$ cat src/rtl/prm_edge_pkg.sv
// Shared types for the PRM obstacle-check frame collector.
package prm_edge_pkg;

    localparam int QW       = 15;
    localparam int NCHK_DEF = 64;

    typedef enum logic [1:0] {
        ACCUM,
        DRAIN,
        OUT
    } state_e;

    typedef logic [QW-1:0] code_t;

endpackage

$ cat src/rtl/prm_chk_valid_pipe.sv
// Valid/last shift register tracking query codes through the checker bank.
module prm_chk_valid_pipe #(
    parameter int DEPTH = 2
) (
    input  logic clk,
    input  logic clr_i,
    input  logic push_valid_i,
    input  logic push_last_i,
    output logic out_valid_o,
    output logic out_last_o
);

    logic [DEPTH-1:0] vld_q;
    logic [DEPTH-1:0] vld_d;
    logic [DEPTH-1:0] last_q;
    logic [DEPTH-1:0] last_d;

    always_comb begin
        vld_d  = (vld_q << 1) | DEPTH'(push_valid_i);
        last_d = (last_q << 1) | DEPTH'(push_valid_i & push_last_i);
    end

    always_ff @(posedge clk) begin
        if (clr_i) begin
            vld_q  <= '0;
            last_q <= '0;
        end else begin
            vld_q  <= vld_d;
            last_q <= last_d;
        end
    end

    assign out_valid_o = vld_q[DEPTH-1];
    assign out_last_o  = last_q[DEPTH-1];

endmodule

$ cat src/rtl/prm_edge_frame_collector.sv
// Streams voxel codes to the edge-checker bank and ORs the returned
// masks into one blocked-edge bitmap per frame.
module prm_edge_frame_collector
    import prm_edge_pkg::*;
#(
    parameter int NCHK    = NCHK_DEF,
    parameter int CHK_LAT = 1,
    parameter int CW      = 16
) (
    input  logic            clk,
    input  logic            rst,
    input  logic            s_valid,
    output logic            s_ready,
    input  logic [QW-1:0]   s_code,
    input  logic            s_last,
    input  logic            abort,
    output logic [QW-1:0]   chk_code,
    input  logic [NCHK-1:0] chk_mask,
    output logic            m_valid,
    input  logic            m_ready,
    output logic [NCHK-1:0] m_mask,
    output logic [CW-1:0]   m_count
);

    // Stage 0 lines up with chk_code; the rest cover the bank latency.
    localparam int PDEPTH = CHK_LAT + 1;

    state_e          state_q, state_d;
    code_t           code_q;
    logic [NCHK-1:0] acc_q, acc_d;
    logic [CW-1:0]   cnt_q, cnt_d;
    logic            clr;
    logic            accept;
    logic            p_vld;
    logic            p_last;

    assign clr     = rst | abort;
    assign s_ready = (state_q == ACCUM) & ~rst;
    assign accept  = s_valid & s_ready & ~abort;

    prm_chk_valid_pipe #(
        .DEPTH(PDEPTH)
    ) u_pipe (
        .clk         (clk),
        .clr_i       (clr),
        .push_valid_i(accept),
        .push_last_i (s_last),
        .out_valid_o (p_vld),
        .out_last_o  (p_last)
    );

    always_comb begin
        state_d = state_q;
        acc_d   = acc_q;
        cnt_d   = cnt_q;
        if (p_vld) begin
            acc_d = acc_q | chk_mask;
        end
        if (accept && (cnt_q != '1)) begin
            cnt_d = cnt_q + 1'b1;
        end
        case (state_q)
            ACCUM: begin
                if (accept && s_last) begin
                    state_d = DRAIN;
                end
            end
            DRAIN: begin
                if (p_vld && p_last) begin
                    state_d = OUT;
                end
            end
            OUT: begin
                if (m_ready) begin
                    state_d = ACCUM;
                    acc_d   = '0;
                    cnt_d   = '0;
                end
            end
            default: state_d = ACCUM;
        endcase
    end

    always_ff @(posedge clk) begin
        if (clr) begin
            state_q <= ACCUM;
            acc_q   <= '0;
            cnt_q   <= '0;
        end else begin
            state_q <= state_d;
            acc_q   <= acc_d;
            cnt_q   <= cnt_d;
        end
    end

    // Abort leaves the query bus alone; only reset zeroes it.
    always_ff @(posedge clk) begin
        if (rst) begin
            code_q <= '0;
        end else if (accept) begin
            code_q <= s_code;
        end
    end

    assign chk_code = code_q;
    assign m_valid  = (state_q == OUT);
    assign m_mask   = acc_q;
    assign m_count  = cnt_q;

endmodule

$ cat config.mk
export PLATFORM = sky130hd
export DESIGN_NAME = prm_edge_frame_collector
export DESIGN_NICKNAME = d
export VERILOG_FILES = /design/src/rtl/prm_edge_pkg.sv /design/src/rtl/prm_chk_valid_pipe.sv /design/src/rtl/prm_edge_frame_collector.sv
export SDC_FILE = /design/constraint.sdc
export NUM_CORES = 1
export LEC_CHECK = 0
export CAP_MARGIN = 10
export CORE_ASPECT_RATIO = 0.75
export CORE_MARGIN = 2
export CORE_UTILIZATION = 42
export CTS_CLUSTER_DIAMETER = 150
export CTS_CLUSTER_SIZE = 40
export DETAILED_ROUTE_END_ITERATION = 8
export PLACE_DENSITY = 0.85
export SLEW_MARGIN = 40
export SYNTH_ARGS = -nofsm -noshare
export SYNTH_HDL_FRONTEND = slang
export SYNTH_SLANG_ARGS = --single-unit
$ cat constraint.sdc
create_clock -name clk -period 3.5 [get_ports clk]
set_input_delay 0.35 -clock clk [delete_from_list [all_inputs] [get_ports clk]]
set_output_delay 0.35 -clock clk [all_outputs]
set_load 0.01 [all_outputs]
Word level (Yosys, flattened, before mapping)
Index checks and enable logic that the tools add are counted.
{ "totals": {"register_bits": 101, "output_inout_bits": 97} }
{ "op_classes": {"n_addsub": 1, "eq_ne": 6, "mux": 10, "n_bitwise": 10, "reduce_logical": 5} }
{ "ops": {"columns": ["op", "n"], "rows": [
  ["$mux W64", 3],
  ["$or A64 B64 Y64", 1],
  ["$mux W16", 3],
  ["$add A16 B1 Y16 const B", 1],
  ["$ne A16 B16 Y1 const B", 1],
  ["$mux W2", 3],
  ["$pmux W2 S3", 1],
  ["$and A1 B1 Y1", 4],
  ["$ne A2 B1 Y1 const B", 2],
  ["$logic_and A1 B1 Y1", 3],
  ["$reduce_and A3 Y1", 1],
  ["$eq A2 B1 Y1 const B", 1],
  ["$eq A2 B2 Y1 const B", 1],
  ["$logic_not A2 Y1", 1],
  ["$ne A2 B2 Y1 const B", 1],
  ["$not A1 Y1", 2],
  ["$or A2 B1 Y2", 1],
  ["$or A2 B2 Y2", 1],
  ["$or A1 B1 Y1", 1]
]} }

Depth between registers and ports, before layout
{ "logic_depth": {"word_depth": 8, "mapped_depth": 7} }

By module
From an unflattened synthesis, not the netlist that was laid out.
{ "unflattened": {"hier_cells": 393, "area_unflattened_um2": 3559.7} }
{ "by_module_without_submodules": {"columns": ["mod", "n_inst", "cells_each", "area_per_inst_um2", "seq_area_each_um2"], "rows": [
  ["prm_edge_frame_collector", 1, 385, 3452.1, 1941.9],
  ["prm_chk_valid_pipe", 1, 8, 107.6, 80.1]
]} }

Worst setup path before layout
Ideal clock, no wire load.
{ "synth_path": {"kind": "flip-flop to flip-flop", "start": "register cnt_q[0] (netlist: m_count[0])", "end": "register cnt_q[2] (netlist: m_count[2])", "setup_ns": 0.072, "arrival_ns": 1.716, "t_required_ns": 3.428, "slack_ns": 1.713, "path_stages_with_launch": 6, "path_buffers": 0, "period_less_slack_ns": 1.787, "path_cell_list": "dfxtp_1 > ha_1 > nand4_1 > or4_2 > nand3_1 > mux2i_1"} }
{ "synth_via": {"elab_chain_len": 5, "elab_cells_between_ends": 6, "classes_between": "add/sub: 1; eq/ne: 1; mux: 3; reduce/logical: 1"} }
{ "synth_rtl": {"columns": ["element", "line_no", "text"], "rows": [
  ["from (decl)", "prm_edge_frame_collector.sv:31", "logic [CW-1:0] cnt_q, cnt_d;"],
  ["from (signal assigned)", "prm_edge_frame_collector.sv:92", "cnt_q <= cnt_d;"],
  ["branches (longest 2 deep; another with $add A16 B1 Y16)", null, null],
  ["$mux W16 (*)", "prm_edge_frame_collector.sv:59", "if (accept && (cnt_q != '1)) begin"],
  ["$mux W16", "prm_edge_frame_collector.sv:74", "if (m_ready) begin"],
  ["$mux W16 (*)", "prm_edge_frame_collector.sv:62", "case (state_q)"]
]} }
Every way passes the cells marked *.
A chain may end at the register's enable or synchronous reset.

Worst setup path in the final report
{ "layout_path": {"start": "input rst", "end": "output s_ready"} }
{ "layout_via": {"elab_chain_len": 2} }
{ "layout_rtl": {"columns": ["element", "line_no", "text"], "rows": [
  ["from (decl)", "prm_edge_frame_collector.sv:11", "input logic rst,"],
  ["$not A1 Y1", "prm_edge_frame_collector.sv:38", "assign s_ready = (state_q == ACCUM) & ~rst;"],
  ["$and A1 B1 Y1", "prm_edge_frame_collector.sv:38", null],
  ["to (decl)", "prm_edge_frame_collector.sv:13", "output logic s_ready,"]
]} }
Every way passes these cells.

==> results.txt <==
----------------------------------------------------
[Status]
  Run status ... finished clean

[Worst setup path]
  Buffering stage count on the worst path with inverters included ... 2
  CP startpoint ... rst
  Kind of cell adding the most delay to the critical path ... buffers and inverters
  Endpoint type of the worst setup path ... primary output
  Instance count on the critical path ... 3
  Largest fanout on the critical path ... 18
  Stage delay of the slowest cell on the critical path ... 0.76 ns
  Worst reg2reg path endpoint ... m_count[2]$_SDFF_PP0_
  Req. time, crit path ... 3.15 ns
  Slack of the worst reg-to-reg path ... 1.53 ns
  Most used cell along the critical path ... sky130_fd_sc_hd__clkdlybuf4s50_1
  Start-to-end type of the worst setup path ... in2out
  Critical Path, Cell by Cell ... clkdlybuf4s50_1 -> nor3_4 -> clkdlybuf4s50_1
  Data arrival time of the worst path ... 2.08 ns
  Library cell contributing the largest single delay on the critical path ... sky130_fd_sc_hd__clkdlybuf4s50_1
  Worst setup SP type ... input pin
  Endpoint of the most critical setup path ... s_ready
  Number of cell instances on the worst register-to-register path ... 5
  Startpoint of the lowest-slack register-to-register path ... m_count[0]$_SDFF_PP0_

[GRT]
  Via count of the first global-routing pass ... 3058
  Remaining global-route overflow ... 0
  Total global-route track usage ... 0.195
  Initial antenna violation count ... 0
  Global-route wire length before repair ... 13.9 mm
  Largest net degree at the start of global routing ... 67

[STA]
  Final Hold Vio Count ... 0
  Relative max-transition margin ... 0.529
  Number of max-slew violations in the final report ... 0
  Unrepaired setup endpoints after global routing ... false
  Worst clock skew ... about 0.011 ns
  Sum Neg Setup Slack ... 0 ns
  Part of the cycle the worst path needs ... 0.695
  Highest clock frequency the design can meet ... 411 MHz
  Worst-Margin Slew ... 0.706 ns
  Post-route minimum period ... approximately 2.4 ns
  Finish-stage setup viols ... 0

[Floorplan]
  Vert. Die Dim ... 82.5 um
  Total Die Area ... 8970 sq um
  Number of placed I/O pins ... 182
  Placeable Area ... 7950 sq um
  Horizontal extent of the die ... 109 um
  Site row count ... 28
  Initial core utilization ... 0.434

[Final layout]
  Share of post-route cells with drive strength above 1 ... 0.0479
  Post-layout instance count excluding filler cells ... 669
  Fillcell total ... 623
  Area delta synth->final ... 61.0%
  N_diodes ... 0
  Count of nets after finishing ... 645

[CTS]
  Root cell of the clock tree ... sky130_fd_sc_hd__clkbuf_8
  Number of clock sinks seen by CTS ... 101
  Number of setup buffers added after CTS ... 0
  Number of CTS-inserted buffers ... 9
  Clock latency on the worst-skew pair ... between 0.3 and 0.4 ns
  Number of resized instances in the post-cts repair step ... 0
  TritonCTS clock tree ... yes
  CTS clk-pin slew, worst paths ... 0.09 ns
  Clock Path Buffers ... 2
  Number of levels in the clock H-tree ... 3
  Number of hold-repair buffers added at the cts stage ... 0

[Routing]
  Number of vias per cell after detailed routing ... approximately 5.1
  WL final ... 9.44 mm
  Iteration-0 DRC count of the detailed router ... 160
  Wire length per cell ... roughly 14 um
  DRC ... 0
  Number of antenna-violating nets in the routed design ... 0
  DRT Pass-1 Iters ... 4
  Vias ... 3394

[Synthesis]
  Post-synthesis sequential area ratio ... 0.585
  EDFF count, synth ... 0
  Post-synthesis area per instance ... 8.93 sq um
  Number of warnings printed during yosys synthesis ... 0
  Synth unique cells ... 40
  Proportion of synthesized flip-flops having asynchronous set or reset ... 0
  Post-synthesis instance total ... 387
  Top FF cell, synth ... sky130_fd_sc_hd__dfxtp_1
  Number of storage elements in the synthesis netlist ... 101
  Net Count, Synth ... 473
  Syn Std Cell Area ... between 3000 and 4000 sq um

[Power and ir drop]
  Cell-internal power ... approximately 1.7 mW
  Relative contribution of sequential cells to total power ... 0.554
  Power density over the cells ... 379 nW/um^2
  Switching power as a share of total power ... 0.211
  Overall power ... 2.11 mW
  Static Leak ... ~1.9 nW
  Maximum vdd ir drop ... 0.292 mV
  Proportion of power drawn by combinational gates ... 0.080
  Total net switching power ... 0.445 mW
  Clock network fraction of design power ... 0.366

[Place]
  HPWL Detailed ... 6.90 mm
  Port buffer count ... 181
  Placed Instances ... 653
  Placer's final routability congestion estimate ... ~0.81

[Run]
  Reported max-cap violation count ... 0

[Min path]
  Hold WC Path Type ... reg2reg

----------------------------------------------------
-- final cells by class --
type	instances	area, sq um	share of cell area
sequential	101	2030	0.364
timing repair buffer	184	1850	0.332
multi-input combinational	260	1330	0.239
clock buffer	12	165	0.0297
tap	105	131	0.0236
clock inverter	4	53.8	0.00968
inverter	3	11.3	0.00203
-- per-stage QoR --
step	worst slack [ns]	utilization	hold WS [ns]	instance area [sq um]
after floorplan	1.71	-	0.406	3450
after global placement	0.864	0.671	0.410	5340
after detailed placement	0.790	0.672	0.416	5340
after CTS	1.07	0.699	0.438	5560
after global routing	0.955	0.699	0.460	5560
final	1.07	0.699	0.434	5560
-- layout by cell type, fill, tap and decap left out, types with 2 or more instances in the layout --
cell type	synthesis	routed
sky130_fd_sc_hd__a21oi_1	90	90
sky130_fd_sc_hd__and2_1	2	2
sky130_fd_sc_hd__and4_1	2	2
sky130_fd_sc_hd__buf_4	0	2
sky130_fd_sc_hd__clkbuf_8	0	12
sky130_fd_sc_hd__clkdlybuf4s50_1	0	181
sky130_fd_sc_hd__clkinv_4	0	2
sky130_fd_sc_hd__dfxtp_1	101	100
sky130_fd_sc_hd__inv_1	2	2
sky130_fd_sc_hd__mux2i_1	2	2
sky130_fd_sc_hd__nand2_1	36	36
sky130_fd_sc_hd__nand3_1	9	9
sky130_fd_sc_hd__nand4_1	4	4
sky130_fd_sc_hd__nor2_1	68	68
sky130_fd_sc_hd__nor2b_1	3	3
sky130_fd_sc_hd__nor3_1	2	2
sky130_fd_sc_hd__o21a_1	2	2
sky130_fd_sc_hd__o21ai_0	3	3
sky130_fd_sc_hd__o311ai_0	3	3
sky130_fd_sc_hd__o31ai_1	6	6
sky130_fd_sc_hd__o41ai_1	4	4
sky130_fd_sc_hd__or3_1	2	2
sky130_fd_sc_hd__or4_1	7	7
-- sequential cells by signal, indices dropped and copies added, names as in the netlist --
name,count
chk_code,15
u_pipe.last_q,2
u_pipe.vld_q,2
m_count,16
m_mask,64
state_q,2
-- synthesized netlist by cell type, drive strengths merged, types with 2 or more instances --
| cell type | n | area, sq um |
|---|---|---|
| dfxtp | 101 | 2020 |
| a21oi | 90 | 450 |
| nor2 | 68 | 255 |
| nand2 | 36 | 135 |
| clkbuf | 15 | 57.6 |
| nand3 | 9 | 45.0 |
| buf | 8 | 40.0 |
| or4 | 8 | 61.3 |
| o31ai | 6 | 45.0 |
| nand4 | 5 | 37.5 |
| o41ai | 4 | 35.0 |
| and4 | 3 | 27.5 |
| nor2b | 3 | 18.8 |
| nor3 | 3 | 26.3 |
| o21ai | 3 | 15.0 |
| o311ai | 3 | 26.3 |
| or3 | 3 | 20.0 |
| and2 | 2 | 12.5 |
| inv | 2 | 7.51 |
| mux2i | 2 | 20.0 |
| o21a | 2 | 15.0 |
| or2 | 2 | 12.5 |
-- power groups by stage --
stage          Sequential [mW]  Combinational, mW  Clock (mW)
2_1_floorplan             1.20             0.0427           0
3_3_place_gp              1.19              0.167           0
3_5_place_dp              1.19              0.169           0
4_1_cts                   1.17              0.170       0.789
5_1_grt                   1.17              0.182       0.831
6_report                  1.17              0.169       0.770
-- worst min path at each step --
stage | end | depth (start not counted) | startpoint | slack (ns)
2_1_floorplan | u_pipe.last_q[1]$_SDFF_PP0_ | 1 | u_pipe.last_q[0]$_SDFF_PP0_ | 0.41
6_report | u_pipe.vld_q[1]$_SDFF_PP0_ | 1 | u_pipe.vld_q[0]$_SDFF_PP0_ | 0.43
4_1_cts | u_pipe.vld_q[1]$_SDFF_PP0_ | 1 | u_pipe.vld_q[0]$_SDFF_PP0_ | 0.44
3_3_place_gp | u_pipe.last_q[1]$_SDFF_PP0_ | 1 | u_pipe.last_q[0]$_SDFF_PP0_ | 0.41
3_5_place_dp | u_pipe.vld_q[1]$_SDFF_PP0_ | 1 | u_pipe.vld_q[0]$_SDFF_PP0_ | 0.42
5_1_grt | u_pipe.vld_q[1]$_SDFF_PP0_ | 1 | u_pipe.vld_q[0]$_SDFF_PP0_ | 0.46
-- routing by layer --
layer / share of wire / wire, um / global-route usage
met2: 0.47 / 4420 / 0.328
met5: 0 / 0 / 0
met1: 0.43 / 4030 / 0.237
met3: 0.089 / 840 / 0.0628
met4: 0.016 / 152 / 0.0692
-- cells by family after synthesis --
| kind of cell | Yosys count | synth area share |
|---|---|---|
| flip-flops | 101 | 0.585 |
| buffers and inverters | 26 | 0.0315 |
| adder cells (fa/ha/maj) | 1 | 0.00362 |
| multiplexers | 2 | 0.00580 |
| AND/OR/NAND/NOR | 147 | 0.199 |
| AO/OA/AOI/OAI | 110 | 0.175 |
(Power assumes the default switching activity.)
